## src/rtl/core_pkg.sv

```systemverilog
// Shared encodings and helpers for the in-order core pipeline control logic.
package core_pkg;

  localparam logic [1:0] FWD_RF    = 2'b00;
  localparam logic [1:0] FWD_WB    = 2'b01;
  localparam logic [1:0] FWD_MEM   = 2'b10;
  localparam logic [1:0] RSLT_LOAD = 2'b01;
  localparam int         TO_W      = 16;

  typedef enum logic [1:0] {
    IDLE = 2'd0,
    WAIT = 2'd1,
    ERR  = 2'd2
  } mem_state_t;

  // Youngest producer (MEM) wins over WB; x0 is hard-wired zero and never forwards.
  function automatic logic [1:0] fwd_sel(input logic [4:0] rs,
                                         input logic       wrt_m,
                                         input logic [4:0] rd_m,
                                         input logic       wrt_w,
                                         input logic [4:0] rd_w);
    logic [1:0] sel;
    sel = FWD_RF;
    if (wrt_m && (rd_m != 5'd0) && (rd_m == rs)) begin
      sel = FWD_MEM;
    end else if (wrt_w && (rd_w != 5'd0) && (rd_w == rs)) begin
      sel = FWD_WB;
    end
    return sel;
  endfunction

endpackage

```

## src/rtl/dmem_hs_fsm.sv

```systemverilog
// Data-memory request/acknowledge handshake with timeout and sticky error.
module dmem_hs_fsm
  import core_pkg::*;
#(
  parameter int MEM_TIMEOUT = 64
) (
  input  logic       clk,
  input  logic       rst_n,
  input  logic       mem_req_i,
  input  logic       dmem_ack_i,
  output logic       dmem_req_o,
  output logic       mem_err_o,
  output logic       mem_stall_o,
  output mem_state_t state_o
);

  localparam logic [TO_W-1:0] TO_LAST = TO_W'(MEM_TIMEOUT - 1);

  mem_state_t      state_q, state_d;
  logic            req_q, req_d;
  logic            err_q, err_d;
  logic [TO_W-1:0] cnt_q, cnt_d;

  // Handshake: dmem_req rises the edge after a MEM-stage access is seen and stays
  // high until the cycle dmem_ack pulses (completion) or the timeout fires; an ack
  // arriving in any other state carries no meaning and is ignored.
  always_comb begin
    state_d = state_q;
    req_d   = req_q;
    err_d   = err_q;
    cnt_d   = cnt_q;
    case (state_q)
      IDLE: begin
        if (mem_req_i) begin
          state_d = WAIT;
          req_d   = 1'b1;
          cnt_d   = '0;
        end
      end
      WAIT: begin
        if (dmem_ack_i) begin
          state_d = IDLE;
          req_d   = 1'b0;
        end else if (cnt_q == TO_LAST) begin
          state_d = ERR;
          err_d   = 1'b1;
          req_d   = 1'b0;
        end else begin
          cnt_d = cnt_q + 1'b1;
        end
      end
      ERR:     state_d = ERR;
      default: state_d = IDLE;
    endcase
  end

  always_ff @(posedge clk or negedge rst_n) begin
    if (!rst_n) begin
      state_q <= IDLE;
      req_q   <= 1'b0;
      err_q   <= 1'b0;
      cnt_q   <= '0;
    end else begin
      state_q <= state_d;
      req_q   <= req_d;
      err_q   <= err_d;
      cnt_q   <= cnt_d;
    end
  end

  assign mem_stall_o = ((state_q == IDLE) && mem_req_i) ||
                       ((state_q == WAIT) && !dmem_ack_i) ||
                       (state_q == ERR);
  assign dmem_req_o  = req_q;
  assign mem_err_o   = err_q;
  assign state_o     = state_q;

endmodule

```

## src/rtl/hazard_ctrl.sv

```systemverilog
// Pipeline stall/flush/forwarding controller for the 5-stage in-order core.
module hazard_ctrl
  import core_pkg::*;
#(
  parameter int MEM_TIMEOUT = 64,
  parameter int CNT_W       = 16
) (
  input  logic             clk,
  input  logic             rst_n,
  input  logic [4:0]       rs1d,
  input  logic [4:0]       rs2d,
  input  logic [4:0]       rs1e,
  input  logic [4:0]       rs2e,
  input  logic [4:0]       rde,
  input  logic [1:0]       rsltSrce,
  input  logic             pcSrce,
  input  logic             regWrtm,
  input  logic [4:0]       rdm,
  input  logic             regWrtw,
  input  logic [4:0]       rdw,
  input  logic             memReqm,
  input  logic             dmemAck,
  output logic [1:0]       fwdAe,
  output logic [1:0]       fwdBe,
  output logic             stallf,
  output logic             stalld,
  output logic             stalle,
  output logic             stallm,
  output logic             flushd,
  output logic             flushe,
  output logic             flushw,
  output logic             dmemReq,
  output logic             memErr,
  output logic [CNT_W-1:0] stallCnt,
  output mem_state_t       memState
);

  logic             lw_stall;
  logic             mem_stall;
  logic [CNT_W-1:0] stall_cnt_q, stall_cnt_d;

  dmem_hs_fsm #(
    .MEM_TIMEOUT(MEM_TIMEOUT)
  ) u_dmem_hs (
    .clk        (clk),
    .rst_n      (rst_n),
    .mem_req_i  (memReqm),
    .dmem_ack_i (dmemAck),
    .dmem_req_o (dmemReq),
    .mem_err_o  (memErr),
    .mem_stall_o(mem_stall),
    .state_o    (memState)
  );

  assign fwdAe = fwd_sel(rs1e, regWrtm, rdm, regWrtw, rdw);
  assign fwdBe = fwd_sel(rs2e, regWrtm, rdm, regWrtw, rdw);

  assign lw_stall = (rsltSrce == RSLT_LOAD) && (rde != 5'd0) &&
                    ((rde == rs1d) || (rde == rs2d));

  // A memory stall freezes the whole pipe, so no flush may destroy held state.
  assign stallf = lw_stall | mem_stall;
  assign stalld = lw_stall | mem_stall;
  assign stalle = mem_stall;
  assign stallm = mem_stall;
  assign flushw = mem_stall;
  assign flushd = pcSrce & ~mem_stall;
  assign flushe = (lw_stall | pcSrce) & ~mem_stall;

  always_comb begin
    stall_cnt_d = stall_cnt_q;
    if (stallf && (stall_cnt_q != {CNT_W{1'b1}})) begin
      stall_cnt_d = stall_cnt_q + 1'b1;
    end
  end

  always_ff @(posedge clk or negedge rst_n) begin
    if (!rst_n) begin
      stall_cnt_q <= '0;
    end else begin
      stall_cnt_q <= stall_cnt_d;
    end
  end

  assign stallCnt = stall_cnt_q;

endmodule

```

## config.mk

```make
export PLATFORM = sky130hd
export DESIGN_NAME = hazard_ctrl
export DESIGN_NICKNAME = d
export VERILOG_FILES = /design/src/rtl/core_pkg.sv /design/src/rtl/dmem_hs_fsm.sv /design/src/rtl/hazard_ctrl.sv
export SDC_FILE = /design/constraint.sdc
export NUM_CORES = 1
export LEC_CHECK = 0
export ABC_AREA = 1
export CORE_MARGIN = 2
export CORE_UTILIZATION = 53
export DETAILED_ROUTE_END_ITERATION = 10
export PLACE_DENSITY = 0.86
export SLEW_MARGIN = 30
export SYNTH_ARGS = -nofsm -noshare
export SYNTH_HDL_FRONTEND = slang
export SYNTH_SLANG_ARGS = --single-unit
```

## constraint.sdc

```tcl
create_clock -name clk -period 2.5 [get_ports clk]
set_input_delay 0.5 -clock clk [delete_from_list [all_inputs] [get_ports clk]]
set_output_delay 0.5 -clock clk [all_outputs]
set_load 0.005 [all_outputs]
```

# == After elaboration in Yosys (flattened, before gate mapping) ==
# Cells that the tools add are included.
# totals
output_inout_bits,31
inputBits,44
word_cells,68
reg_bits,36
# op_classes
n_bitwise,6
reduce_logical,24
n_eq_ne,15
muxes,16
addsub,2
# op_table
op,n
2-to-1 mux 16 bit,3
"adder 16 x 1 -> 16 bit, second input constant",2
one-hot mux 16 bit (2 select lines),1
== test 5 bit,6
"== test 16 x 6 -> 1 bit, second input constant",1
"!= test 16 bit, second input constant",1
nonzero test 5 bit,3
logical AND 1 bit,11
2-to-1 mux 2 bit,5
"!= test 2 bit, second input constant",3
one-hot mux 2 bit (3 select lines),1
AND reduction 3 bit,2
2-to-1 mux 1 bit,5
"== test 2 x 1 -> 1 bit, second input constant",2
AND reduction 4 bit,1
logical OR 1 bit,3
"!= test 3 x 2 -> 1 bit, second input constant",1
AND 1 bit,2
"== test 2 bit, second input constant",1
logical NOT 2 bit,1
inverter 1 bit,2
bitwise OR 1 bit,2
one-hot mux 1 bit (2 select lines),1
AND reduction 2 bit,1
other kinds (2),2

# == Logic depth before layout (Yosys ltp) ==
# depth
word_depth,6
ltp_mapped,12
depth_no_buf,11

# == By module ==
# From an unflattened synthesis, not the netlist that was laid out.
# hier_totals
hier_cells,415
hier_area_um2,2770.2
# modules_own_cells
mod,seq_area_each_um2,area_per_inst_um2,cells_per_inst,n_inst
hazard_ctrl,400.4,1531.5,235,1
dmem_hs_fsm,500.5,1238.7,180,1

# == Worst setup path before layout ==
# OpenSTA, ideal clock, no wires.
# synth_path
path_kind,reg2out
start,"register u_dmem_hs.state_q[0], in the netlist u_dmem_hs.state_o[0]"
end,output stallf
setup_slack_ns,0.636
stages_incl_launch_ff,11
arrival_time_ns,1.364
path_buffers,2
required_ns,2.000
path_cell_list,dfrtp_1 > inv_2 > nor2_2 > inv_4 > nor2_4 > inv_2 > nand2_4 > a21oi_2 > nand2_4 > buf_6 > buf_4
# synth_between
elab_chain_len,5
word_cells_on_any_way,8
classes_between,eq/ne (2); bitwise (1); reduce/logical (5)
# synth_lines
item,line,text
start: declaration,dmem_hs_fsm.sv:19,"mem_state_t state_q, state_d;"
start signal: assignment,dmem_hs_fsm.sv:64,state_q <= state_d;
== test 2 x 1 -> 1 bit / logical NOT 2 bit (equally long branches),"dmem_hs_fsm.sv:72, dmem_hs_fsm.sv:71",
logical AND 1 bit (on tied branches),"dmem_hs_fsm.sv:72, dmem_hs_fsm.sv:71",
logical OR 1 bit,dmem_hs_fsm.sv:71,assign mem_stall_o = ((state_q == IDLE) && mem_req_i) ||
logical OR 1 bit *,dmem_hs_fsm.sv:72,((state_q == WAIT) && !dmem_ack_i) ||
bitwise OR 1 bit *,n/a,
end: declaration,hazard_ctrl.sv:25,"output logic stallf,"
# Mark *: on every way between the ends. The rest lies on a longest branch, timed or not.

# == Final worst setup path ==
# layout_path
start,input memReqm
end,output flushd
# layout_between
elab_chain_len,5
# layout_lines
item,line,text
start: declaration,hazard_ctrl.sv:21,"input logic memReqm,"
logical AND 1 bit,dmem_hs_fsm.sv:71,
logical OR 1 bit,dmem_hs_fsm.sv:71,
logical OR 1 bit,dmem_hs_fsm.sv:72,
inverter 1 bit,hazard_ctrl.sv:67,assign flushd = pcSrce & ~mem_stall;
AND 1 bit,hazard_ctrl.sv:67,
end: declaration,hazard_ctrl.sv:29,"output logic flushd,"
# Every way passes these cells.

==> results.txt <==
Outcome: complete, no violations
Final hold violations: 0
ANT cells: 0
Area of the multi-input gates: 0.00167 mm²
Area contributors post-synth: dfrtp_1 (32%), nand2_1 (16%), xor2_1 (8.5%), nand3_1 (7.5%), nor2_1 (6.8%)
Critical path data required time: 2.00 ns
Async set-reset flop share out of synthesis: 100%
Slew HR: 46.2%
Commonest non-fill, non-tap cells in the layout: nand2_1 (120), nor2_1 (51), clkdlybuf4s50_1 (47)
Post-synth top flop: dfrtp_1
Most common cell after layout, fill and taps aside: nand2_1
Hold Slack: 0.287 ns
CTS Hold Buffers Added: 0
Endpoints failing setup: 0
Mapped Area: 0.00280 mm²
Hold Crit Class: input port to async pin
Synthesized Nets: 451
Critical path class: input port to output port
Tmin final: 2.45 ns
Reg clk slew, reported paths: 0.08 ns
Fraction of layout cells with a size suffix above 1: 11.6%
Worst slew pin tran: 0.807 ns
Peak VDD IR: 0.518 mV
Chip height: 76.6 µm
Setup slack, reg-to-reg: 0.47 ns
Crit path DAT: 1.95 ns
Pins over their slew limit: 0
Reg area: 901 µm²
Worst Path Max Fanout: 3
Reg power frac: 31.5%
Initial antenna violation count: 0
ANT nets after route: 0
Via count: 2,902
Detail Placement HPWL: 5540 µm
Clk buf depth: 2
Vias/cell: 5.16
Total gr overflow: 0
Crit path launch: memReqm
Largest area contributor in the netlist: dfrtp_1
YS warnings: 0
Post-Syn Instances: 405
I/O pin total: 75
Largest net degree at the start of global routing: 37
Worst r2r src: u_dmem_hs.cnt_q[0]
Worst R2R Path Depth: 8
Post-layout util: 73.5%
Core Rows: 26
FILL cells: 416
GPL Wtd Cong: 0.939
Post-synth top area share: 32.2%
Post-synthesis sequential area ratio: 32.2%
First-pass GRT wire length: 12,300 µm
Clock power share: 18.0%
Setup crit end: flushd
CP startpoint kind: input port
Reg-to-Reg End: u_dmem_hs.cnt_q[12]
Psw: 0.989 mW
Core Box Area: 0.00511 mm²
Vias in the first global route: 2,816
Syn-to-layout area delta: 34.3%
MaxCap Viol Count: 0
Tot GR Track Use: 25.5%
Fmax: 409 MHz
CTS tree: yes
Die area: 0.00587 mm²
Post-Route WL: 7210 µm
Die X: 76.6 µm
DRT Pass-1 Iters: 4
Fin crit share: 97.9%
DR DRC count: 0
Leakage: 1.82 nW
Distinct cells, synth: 33
H-tree depth: 2
DR iter-0 viols: 217
CP Capture Type: output port
Seq cells post-synth: 36
Port buffer count: 74
Root Buffer: clkbuf_8
Clk_skew: 0.00913 ns
Pwr Density: 654 mW/mm²
Nets: 537
WL per Instance: 12.8 µm
Clock latency on the worst-skew pair: 0.30 ns
Post-synth EDFFs: 0
RSZ-0062 raised after global routing: no
CTS Buf Count: 5
Initial Util: 54.7%
Mean Syn Cell Area: 6.90 µm²
Combinational Power Share: 50.5%
CTS Sinks: 36
Cell Int Power: 1.47 mW
Sw frac: 40.3%
[routing by layer]
layer  part of all wire (%)  wire [µm]  global-route usage [%]
met5                      0          0                       0
met4                    1.2         85                    6.73
met3                    4.6        332                    4.50
met2                     54       3870                    46.9
met1                     40       2920                    30.4
[per-stage QoR]
step | setup TNS (ns) | total power, mW | cell area (µm²) | cells | worst slack (ns)
after global placement | -0.864 | 1.98 | 3620 | 551 | -0.166
after CTS | 0 | 2.43 | 3720 | 560 | 0.000919
after floorplan | 0 | 1.51 | 2800 | 405 | 0.636
after detailed placement | -1.36 | 2.01 | 3620 | 551 | -0.234
final | 0 | 2.46 | 3750 | 562 | 0.0537
after global routing | 0 | 2.61 | 3750 | 562 | 0.00114
[power by group through the flow]
stage	logic, mW	registers (mW)	clock network [mW]
CTS	1.22	0.768	0.444
global placement	1.20	0.777	0
global route	1.34	0.791	0.471
detailed placement	1.23	0.779	0
finish	1.24	0.773	0.442
floorplan	0.728	0.779	0
[flip-flops by register name, indices dropped and copies added, names as in the netlist]
signal,count
u_dmem_hs.dmem_req_o,1
u_dmem_hs.state_o,2
u_dmem_hs.mem_err_o,1
u_dmem_hs.cnt_q,16
stallCnt,16
[repair_timing]
item	CTS	global route
setup buffers	1	2
endpoints found under the setup margin	8	6
gates resized for setup	28	8
pin swaps	5	4
[synthesized netlist by cell type (all sizes together), types with 4 or more instances]
| master | number |
|---|---|
| o21ai | 16 |
| a21oi | 4 |
| xor2 | 27 |
| nand4 | 5 |
| nand2 | 129 |
| inv | 44 |
| buf | 10 |
| dfrtp | 36 |
| nor2 | 55 |
| nor3 | 14 |
| xnor2 | 14 |
| nand3 | 43 |
[layout make-up]
cell class,count,share of cell area (%)
Clock buffer,6,2.20
Clock inverter,2,0.267
Inverter,45,4.57
Multi-Input combinational cell,314,44.4
Sequential cell,36,24.0
Tap cell,70,2.33
Timing Repair Buffer,89,22.3
[cell families (layout without fill, tap and decap cells)]
family          Yosys count  in the layout  synth area share [%]
simple gates            250            250                  39.7
buf+inv                  55            142                  9.40
xor+xnor                 41             41                  12.8
flops                    36             36                  32.2
compound gates           21             21                  4.92
fa+ha+maj                 2              2                 0.895
[how the worst min path moves through the flow]
stage | slack (ns) | cells after the start | startpoint | to
3_3_place_gp | 0.46 | 2 | u_dmem_hs.dmem_req_o | u_dmem_hs.dmem_req_o
4_1_cts | 0.33 | 1 | rst_n | stallCnt[9]
3_5_place_dp | 0.47 | 2 | u_dmem_hs.dmem_req_o | u_dmem_hs.dmem_req_o
2_1_floorplan | 0.20 | 0 | rst_n | stallCnt[0]
5_1_grt | 0.37 | 1 | rst_n | stallCnt[13]
6_report | 0.29 | 1 | rst_n | stallCnt[13]
[critical path, stage by stage]
cell             delay [ns]
clkdlybuf4s50_1        0.44
nand2_1                0.15
nand2_4                0.07
a21oi_2                0.14
inv_2                  0.06
nor2_1                 0.08
clkdlybuf4s50_1        0.52
No activity file was read; power rests on OpenSTA's default activity.
